## src/rtl/qlearn_step_ctrl.sv

```systemverilog
// Per-step sequencing control for the Q-learning accelerator. It owns the agent state,
// the explore/exploit decision, the Q-table write strobe, episode bookkeeping and epsilon decay.
module qlearn_step_ctrl #(
    parameter logic [7:0]  GOAL_STATE   = 8'd99,
    parameter logic [7:0]  MAX_STEPS    = 8'd200,
    parameter logic [15:0] MAX_EPISODES = 16'd1000,
    parameter logic [9:0]  EPS_INIT     = 10'd512,
    parameter logic [9:0]  EPS_STEP     = 10'd16,
    parameter logic [7:0]  EPS_DECAY_EP = 8'd16
) (
    input  logic        clk,
    input  logic        rst,
    input  logic        start,
    input  logic [9:0]  rand_val,
    input  logic [1:0]  nxt_act_in,
    input  logic [7:0]  nxt_state_in,
    output logic [7:0]  curr_state,
    output logic [7:0]  prev_state,
    output logic [1:0]  act_q,
    output logic        act_sel,
    output logic        q_wr_en,
    output logic        state_rst,
    output logic [9:0]  epsilon,
    output logic [7:0]  step_cnt,
    output logic [15:0] episode_cnt,
    output logic        busy,
    output logic        done
);

    typedef enum logic [2:0] {
        S_IDLE, S_FETCH, S_DECIDE, S_MOVE, S_WRITE, S_ADVANCE, S_EPEND, S_DONE
    } state_e;

    state_e      state_q, state_d;
    logic [7:0]  curr_q, curr_d, prev_q, prev_d, nxt_q, nxt_d;
    logic [1:0]  act_lat_q, act_lat_d;
    logic        act_sel_q, act_sel_d;
    logic [9:0]  eps_q, eps_d;
    logic [7:0]  step_q, step_d, decay_q, decay_d;
    logic [15:0] ep_q, ep_d;

    logic [7:0]  step_inc, decay_inc;
    logic [15:0] ep_inc;

    // Epsilon decrement that clamps at zero instead of wrapping.
    function automatic logic [9:0] eps_sat_dec(input logic [9:0] e);
        return (e > EPS_STEP) ? (e - EPS_STEP) : 10'd0;
    endfunction

    assign step_inc  = step_q + 8'd1;
    assign decay_inc = decay_q + 8'd1;
    assign ep_inc    = ep_q + 16'd1;

    always_ff @(posedge clk or posedge rst) begin
        if (rst) begin
            state_q   <= S_IDLE;
            curr_q    <= '0;
            prev_q    <= '0;
            nxt_q     <= '0;
            act_lat_q <= '0;
            act_sel_q <= 1'b0;
            eps_q     <= EPS_INIT;
            step_q    <= '0;
            decay_q   <= '0;
            ep_q      <= '0;
        end else begin
            state_q   <= state_d;
            curr_q    <= curr_d;
            prev_q    <= prev_d;
            nxt_q     <= nxt_d;
            act_lat_q <= act_lat_d;
            act_sel_q <= act_sel_d;
            eps_q     <= eps_d;
            step_q    <= step_d;
            decay_q   <= decay_d;
            ep_q      <= ep_d;
        end
    end

    always_comb begin
        state_d   = state_q;
        curr_d    = curr_q;
        prev_d    = prev_q;
        nxt_d     = nxt_q;
        act_lat_d = act_lat_q;
        act_sel_d = act_sel_q;
        eps_d     = eps_q;
        step_d    = step_q;
        decay_d   = decay_q;
        ep_d      = ep_q;
        case (state_q)
            S_IDLE: begin
                if (start) begin
                    state_d = S_FETCH;
                    curr_d  = '0;
                    prev_d  = '0;
                    step_d  = '0;
                    ep_d    = '0;
                    decay_d = '0;
                    eps_d   = EPS_INIT;
                end
            end
            S_FETCH: begin
                act_sel_d = (rand_val < eps_q);
                state_d   = S_DECIDE;
            end
            S_DECIDE: begin
                act_lat_d = nxt_act_in;
                state_d   = S_MOVE;
            end
            S_MOVE: begin
                nxt_d   = nxt_state_in;
                state_d = S_WRITE;
            end
            S_WRITE: state_d = S_ADVANCE;
            S_ADVANCE: begin
                prev_d  = curr_q;
                curr_d  = nxt_q;
                step_d  = step_inc;
                state_d = ((nxt_q == GOAL_STATE) || (step_inc == MAX_STEPS)) ? S_EPEND : S_FETCH;
            end
            S_EPEND: begin
                curr_d = '0;
                prev_d = '0;
                step_d = '0;
                ep_d   = ep_inc;
                if (decay_inc == EPS_DECAY_EP) begin
                    decay_d = '0;
                    eps_d   = eps_sat_dec(eps_q);
                end else begin
                    decay_d = decay_inc;
                end
                state_d = (ep_inc == MAX_EPISODES) ? S_DONE : S_FETCH;
            end
            S_DONE:  state_d = S_IDLE;
            default: state_d = S_IDLE;
        endcase
    end

    // Strobes decode the registered state so an async reset removes them at once.
    assign q_wr_en     = (state_q == S_WRITE);
    assign state_rst   = (state_q == S_EPEND);
    assign done        = (state_q == S_DONE);
    assign busy        = (state_q != S_IDLE);
    assign curr_state  = curr_q;
    assign prev_state  = prev_q;
    assign act_q       = act_lat_q;
    assign act_sel     = act_sel_q;
    assign epsilon     = eps_q;
    assign step_cnt    = step_q;
    assign episode_cnt = ep_q;

endmodule

```

## config.mk

```make
export PLATFORM = sky130hd
export DESIGN_NAME = qlearn_step_ctrl
export DESIGN_NICKNAME = d
export VERILOG_FILES = /design/src/rtl/qlearn_step_ctrl.sv
export SDC_FILE = /design/constraint.sdc
export NUM_CORES = 1
export LEC_CHECK = 0
export CAP_MARGIN = 30
export CORE_MARGIN = 1.5
export CORE_UTILIZATION = 55
export DETAILED_ROUTE_END_ITERATION = 10
export PLACE_DENSITY_LB_ADDON = 0.05
export SETUP_SLACK_MARGIN = 0.2
export SLEW_MARGIN = 20
export SYNTH_ARGS = -nofsm -noshare
export SYNTH_HDL_FRONTEND = slang
export SYNTH_SLANG_ARGS = --single-unit
```

## constraint.sdc

```tcl
create_clock -name clk -period 6.8 [get_ports clk]
set_input_delay 0.68 -clock clk [delete_from_list [all_inputs] [get_ports clk]]
set_output_delay 0.68 -clock clk [all_outputs]
set_load 0.03 [all_outputs]
```

# After elaboration in Yosys (flattened, before gate mapping)
# Cells that the tools add are included.
# W data, S select, Z words.
[word_totals]
register_bits = 72
in_bits = 23
output_inout_bits = 57
wordCells = 53
[op_classes]
addsub = 4
order_cmp = 2
n_eq_ne = 13
mux = 16
reduce_logical = 8
[ops]
columns = ["op", "count"]
rows = [
  ["$pmux W8 S3", 3],
  ["$pmux W16 S2", 1],
  ["$mux W10", 3],
  ["$pmux W3 S8", 1],
  ["$pmux W10 S2", 1],
  ["$add A16 B1 Y16 const B", 1],
  ["$add A8 B1 Y8 const B", 2],
  ["$eq A16 B10 Y1 const B", 1],
  ["$mux W16", 1],
  ["$mux W8", 2],
  ["$pmux W8 S2", 1],
  ["$eq A3 B3 Y1 const B", 4],
  ["$gt A10 B5 Y1 const B", 1],
  ["$lt A10 B10 Y1", 1],
  ["$sub A10 B5 Y10 const B", 1],
  ["$mux W3", 3],
  ["$eq A8 B5 Y1 const B", 1],
  ["$eq A8 B7 Y1 const B", 1],
  ["$eq A8 B8 Y1 const B", 1],
  ["$eq A3 B2 Y1 const B", 2],
  ["$reduce_bool A3 Y1", 2],
  ["$reduce_and A2 Y1", 2],
  ["$eq A3 B1 Y1 const B", 1],
  ["$logic_not A3 Y1", 1],
  ["other kinds (5)", 5],
]

# Longest topological paths before layout
[depth]
depth_word = 5
depth_mapped = 9
ltp_nobuf = 7

# Worst setup path before layout
# OpenSTA, ideal clock, no wires.
[synth_path]
path_type = "register to register"
start = "register ep_q[0] (netlist: episode_cnt[0])"
end = "register state_q[2]"
setup_ps = 68
t_arrival_ps = 2138
required_ps = 6732
path_slack_ps = 4594
stages_incl_launch_ff = 8
path_buffers = 1
period_less_slack_ps = 2206
cell_sequence = "dfrtp_1 -> ha_1 -> and3_2 -> buf_2 -> and3_1 -> mux2i_1 -> or4_4 -> nand3_2"
[synth_via]
elab_chain_cells = 4
[synth_lines]
columns = ["item", "line", "rtl"]
rows = [
  ["start: declaration", "40", "logic [15:0] ep_q, ep_d;"],
  ["start signal: assignment", "76", "ep_q <= ep_d;"],
  ["$add A16 B1 Y16", "52", "assign ep_inc = ep_q + 16'd1;"],
  ["$eq A16 B10 Y1", "133", "state_d = (ep_inc == MAX_EPISODES) ? S_DONE : S_FETCH;"],
  ["$mux W3", "133", ""],
  ["$pmux W3 S8", "91", "case (state_q)"],
  ["end signal: assignment", "67", "state_q <= state_d;"],
  ["end: declaration", "34", "state_e state_q, state_d;"],
]
# Every way passes these cells.
# A chain may end at the register's enable or synchronous reset.

# Worst setup path after layout
[layout_path]
start = "register state_q[2]"
end = "output state_rst"
[layout_via]
elab_chain_cells = 1
[layout_lines]
columns = ["item", "line", "rtl"]
rows = [
  ["$eq A3 B3 Y1", "142", "assign state_rst = (state_q == S_EPEND);"],
  ["end: declaration", "22", "output logic state_rst,"],
]
# Every way passes these cells.

==> summary.md <==
| Metric | Value |
|---|---|
| Yosys Warn Count | 0 |
| HP Class | register to register |
| Synth top area share | 44.9% |
| Placement row count | 29 |
| Yosys top cell by area | dfrtp_1 |
| MaxCap Viol Count | 0 |
| Number of synthesized flops with an enable pin | 0 |
| Global router's overall resource usage | 25.1% |
| Drt total wl | 8550 um |
| Setup crit end kind | output port |
| Average size of a mapped cell | 9.07 sq um |
| Residual DRC | 5 |
| Synth async-reset ratio | 100% |
| Seq cells post-synth | 68 |
| Layout cells sized above 1 | 9.89% |
| Crit. path cell count | 3 |
| Seq/Total Area, Yosys | 45.6% |
| Vias in the first global route | 3,055 |
| CTS Hold Bufs | 0 |
| HPWL after detailed placement | 5790 um |
| Worst VDD drop | 0.228 mV |
| Core area | 0.00646 sq mm |
| Fmax | 283 MHz |
| LEAKAGE | 0.00203 uW |
| Chip Width | 85.4 um |
| Drt pass-1 iters | 8 |
| Setup CP Type | register to output port |
| Setup ws final | 3.26 ns |
| First-pass GRT wire length | 14,600 um |
| Post-route insts no fill | 552 |
| Post-Syn Area | 0.00373 sq mm |
| Critical Path Max Stage Delay | 0.76 ns |
| Post-synthesis instance total | 412 |
| Count of routing violations after the opening detailed-route iteration | 179 |
| Grt ovf | 0 |
| Pwr dens | 334 mW/mm^2 |
| Arrival time worst endpoint | 2.86 ns |
| Root Buffer | clkbuf_8 |
| Main flop type after synthesis | dfrtp_1 |
| Setup crit start kind | register |
| Crit-path cells | nand3_2 -> inv_2 -> clkdlybuf4s50_1 |
| Placed cells | 536 |
| Num CTS Buffers | 9 |
| Worst Reg2Reg Path Length in Cells | 6 |
| Status | complete, but fails checks |
| Gpl congestion | 0.857 |
| Initial antenna violation count | 0 |
| Critical path's slowest cell | clkdlybuf4s50_1 |
| # diodes | 0 |
| Worst-path clk slew | 0.07 ns |
| Critical path peak fanout | 32 |
| Final nets | 505 |
| Slew Viols, Final | 0 |
| I/O pin count | 80 |
| RSZ-0062 raised after global routing | no |
| Via density | 5.93 |
| Synth top cells by count | nand2_1, dfrtp_1, o21ai_0, nand3_1, nor2_1 |
| Clock Sinks | 68 |
| Cts repair resizes | 0 |
| Period minus WS final | 3.54 ns |
| CP required | 6.12 ns |
| Failing checks | design-rule violations |
| Post-route core utilization | 72.0% |
| Die H | 85.4 um |
| Worst slew pin tran | 0.890 ns |
| Skew-Pair Late Insertion Delay | 0.34 ns |
| Vias | 3,271 |
| Setup bufs post-CTS | 0 |
| Port Buf Inserts | 71 |
| Slew margin rel. | 40.7% |
| Worst slack at placement | 3.66 ns |
| CTS tree | built |
| Clock Path Buffers | 2 |
| Area added between synthesis and finish | 24.6% |
| Largest net degree at the start of global routing | 69 |
| Worst Skew | 0.0116 ns |
| Endpoints failing setup | 0 |
| Area contributors post-synth | dfrtp_1, nand2_1, o21ai_0, nand3_1, ha_1 |
| Final TNS setup | 0 ns |
| Htree depth | 3 |
| Synth cell types | 60 |
| Die area | 0.00729 sq mm |
| Starting Density | 57.8% |
| Final Cycle Share | 52.0% |
| Worst path top cell family by delay | buffers and inverters |
| Most frequent cell after synthesis | nand2_1 |
| Bufs and invs on worst path | 2 |
| Antenna-violating nets left | 0 |
| Hold Fails Final Rpt | 0 |
| Hold Path Cell Cnt | 2 |
| Wire per inst | 15.5 um |
logic make-up (layout without fill, tap and decap cells):
family | after synthesis | after routing | share of synthesized area (%)
AOI/OAI and AO/OA | 92 | 92 | 15.4
other | 1 | 4 | 0.100
DFF | 68 | 68 | 45.6
xor gates and xnor gates | 9 | 9 | 2.11
adders and majority gates | 12 | 12 | 4.02
muxes | 14 | 14 | 4.09
buffers and inverters | 41 | 101 | 5.06
and+or+nand+nor | 175 | 175 | 23.7
flip-flops by register name, summed over array words and instances, names as in the netlist, 2 cells and up:
register / count
act_q: 2
curr_state: 8
decay_q: 8
episode_cnt: 16
epsilon: 6
nxt_q: 8
prev_state: 8
state_q: 3
step_cnt: 8
power by group:
| part | switching [uW] | leakage, uW | internal, uW |
|---|---|---|---|
| logic | 343 | 0.00101 | 231 |
| registers | 104 | 0.000904 | 500 |
| clock network | 157 | 0.000116 | 216 |
| total | 604 | 0.00203 | 948 |
routing by layer:
layer	track usage [%]	up-vias	routed length (um)
met4	6.16	0	59
li1	-	1574	-
met1	35.8	1599	4030
met5	0	-	0
met2	38.7	93	4000
met3	6.23	5	459
cell type report:
class	instances	area, sq um
Clock buffer	10	138
Clock inverter	6	87.6
Fill cell	502	1810
Inverter	12	45.0
Multi-Input combinational cell	306	1860
Sequential cell	68	1700
Tap cell	77	96.3
Timing Repair Buffer	73	726
stage by stage:
stage / hold WS (ns) / area [sq um] / power (uW)
after floorplan: 0.446 / 3750 / 972
after global placement: 0.470 / 4430 / 1170
final: 0.499 / 4650 / 1550
after CTS: 0.506 / 4650 / 1560
after global routing: 0.541 / 4650 / 1650
after detailed placement: 0.489 / 4430 / 1190
path summary, 6_finish.rpt:
check | startpoint | endpoint | slack (ns)
max reg2reg | state_q[2] | state_q[1] | 3.75
min reg2reg | curr_state[2] | prev_state[2] | 0.50
max | state_q[2] | state_rst | 3.26
max in group asynchronous | rst | episode_cnt[15] | 5.33
min in group asynchronous | rst | episode_cnt[7] | 0.91
min | curr_state[2] | prev_state[2] | 0.50
worst register-to-register path: cells and delay by family, from the launching register on:
kind,cells,cell delay (ns)
AOI/OAI and AO/OA,1,0.08
buffers and inverters,1,0.62
DFF,1,0.55
and+or+nand+nor,4,1.73
cell usage in the layout, fill, tap and decap left out, types with 2 or more instances in the layout:
cell type        instances
clkinv_2                 2
o22ai_1                  3
mux2i_1                  4
or3_1                    3
mux2_2                  10
nor4_2                   2
clkinv_4                 2
clkdlybuf4s50_1         71
xor2_1                   4
and4_1                   2
a21boi_0                 2
ha_1                    12
nand3b_1                 2
and3_1                   9
nor2_1                  18
dfrtp_1                 67
nand3_1                 38
nand3_2                  3
a21oi_1                 12
inv_1                    9
buf_4                    2
inv_2                    3
o31ai_1                  3
conb_1                   4
nand4_1                  8
nor3_1                   4
o211ai_1                 2
clkbuf_8                10
bufinv_16                2
a31oi_1                 10
o21a_1                   2
nand2_1                 70
xnor2_1                  5
a22o_1                   2
o21ai_0                 45
and2_1                   2
nand2b_1                 2
No activity file was read; power rests on OpenSTA's default activity.
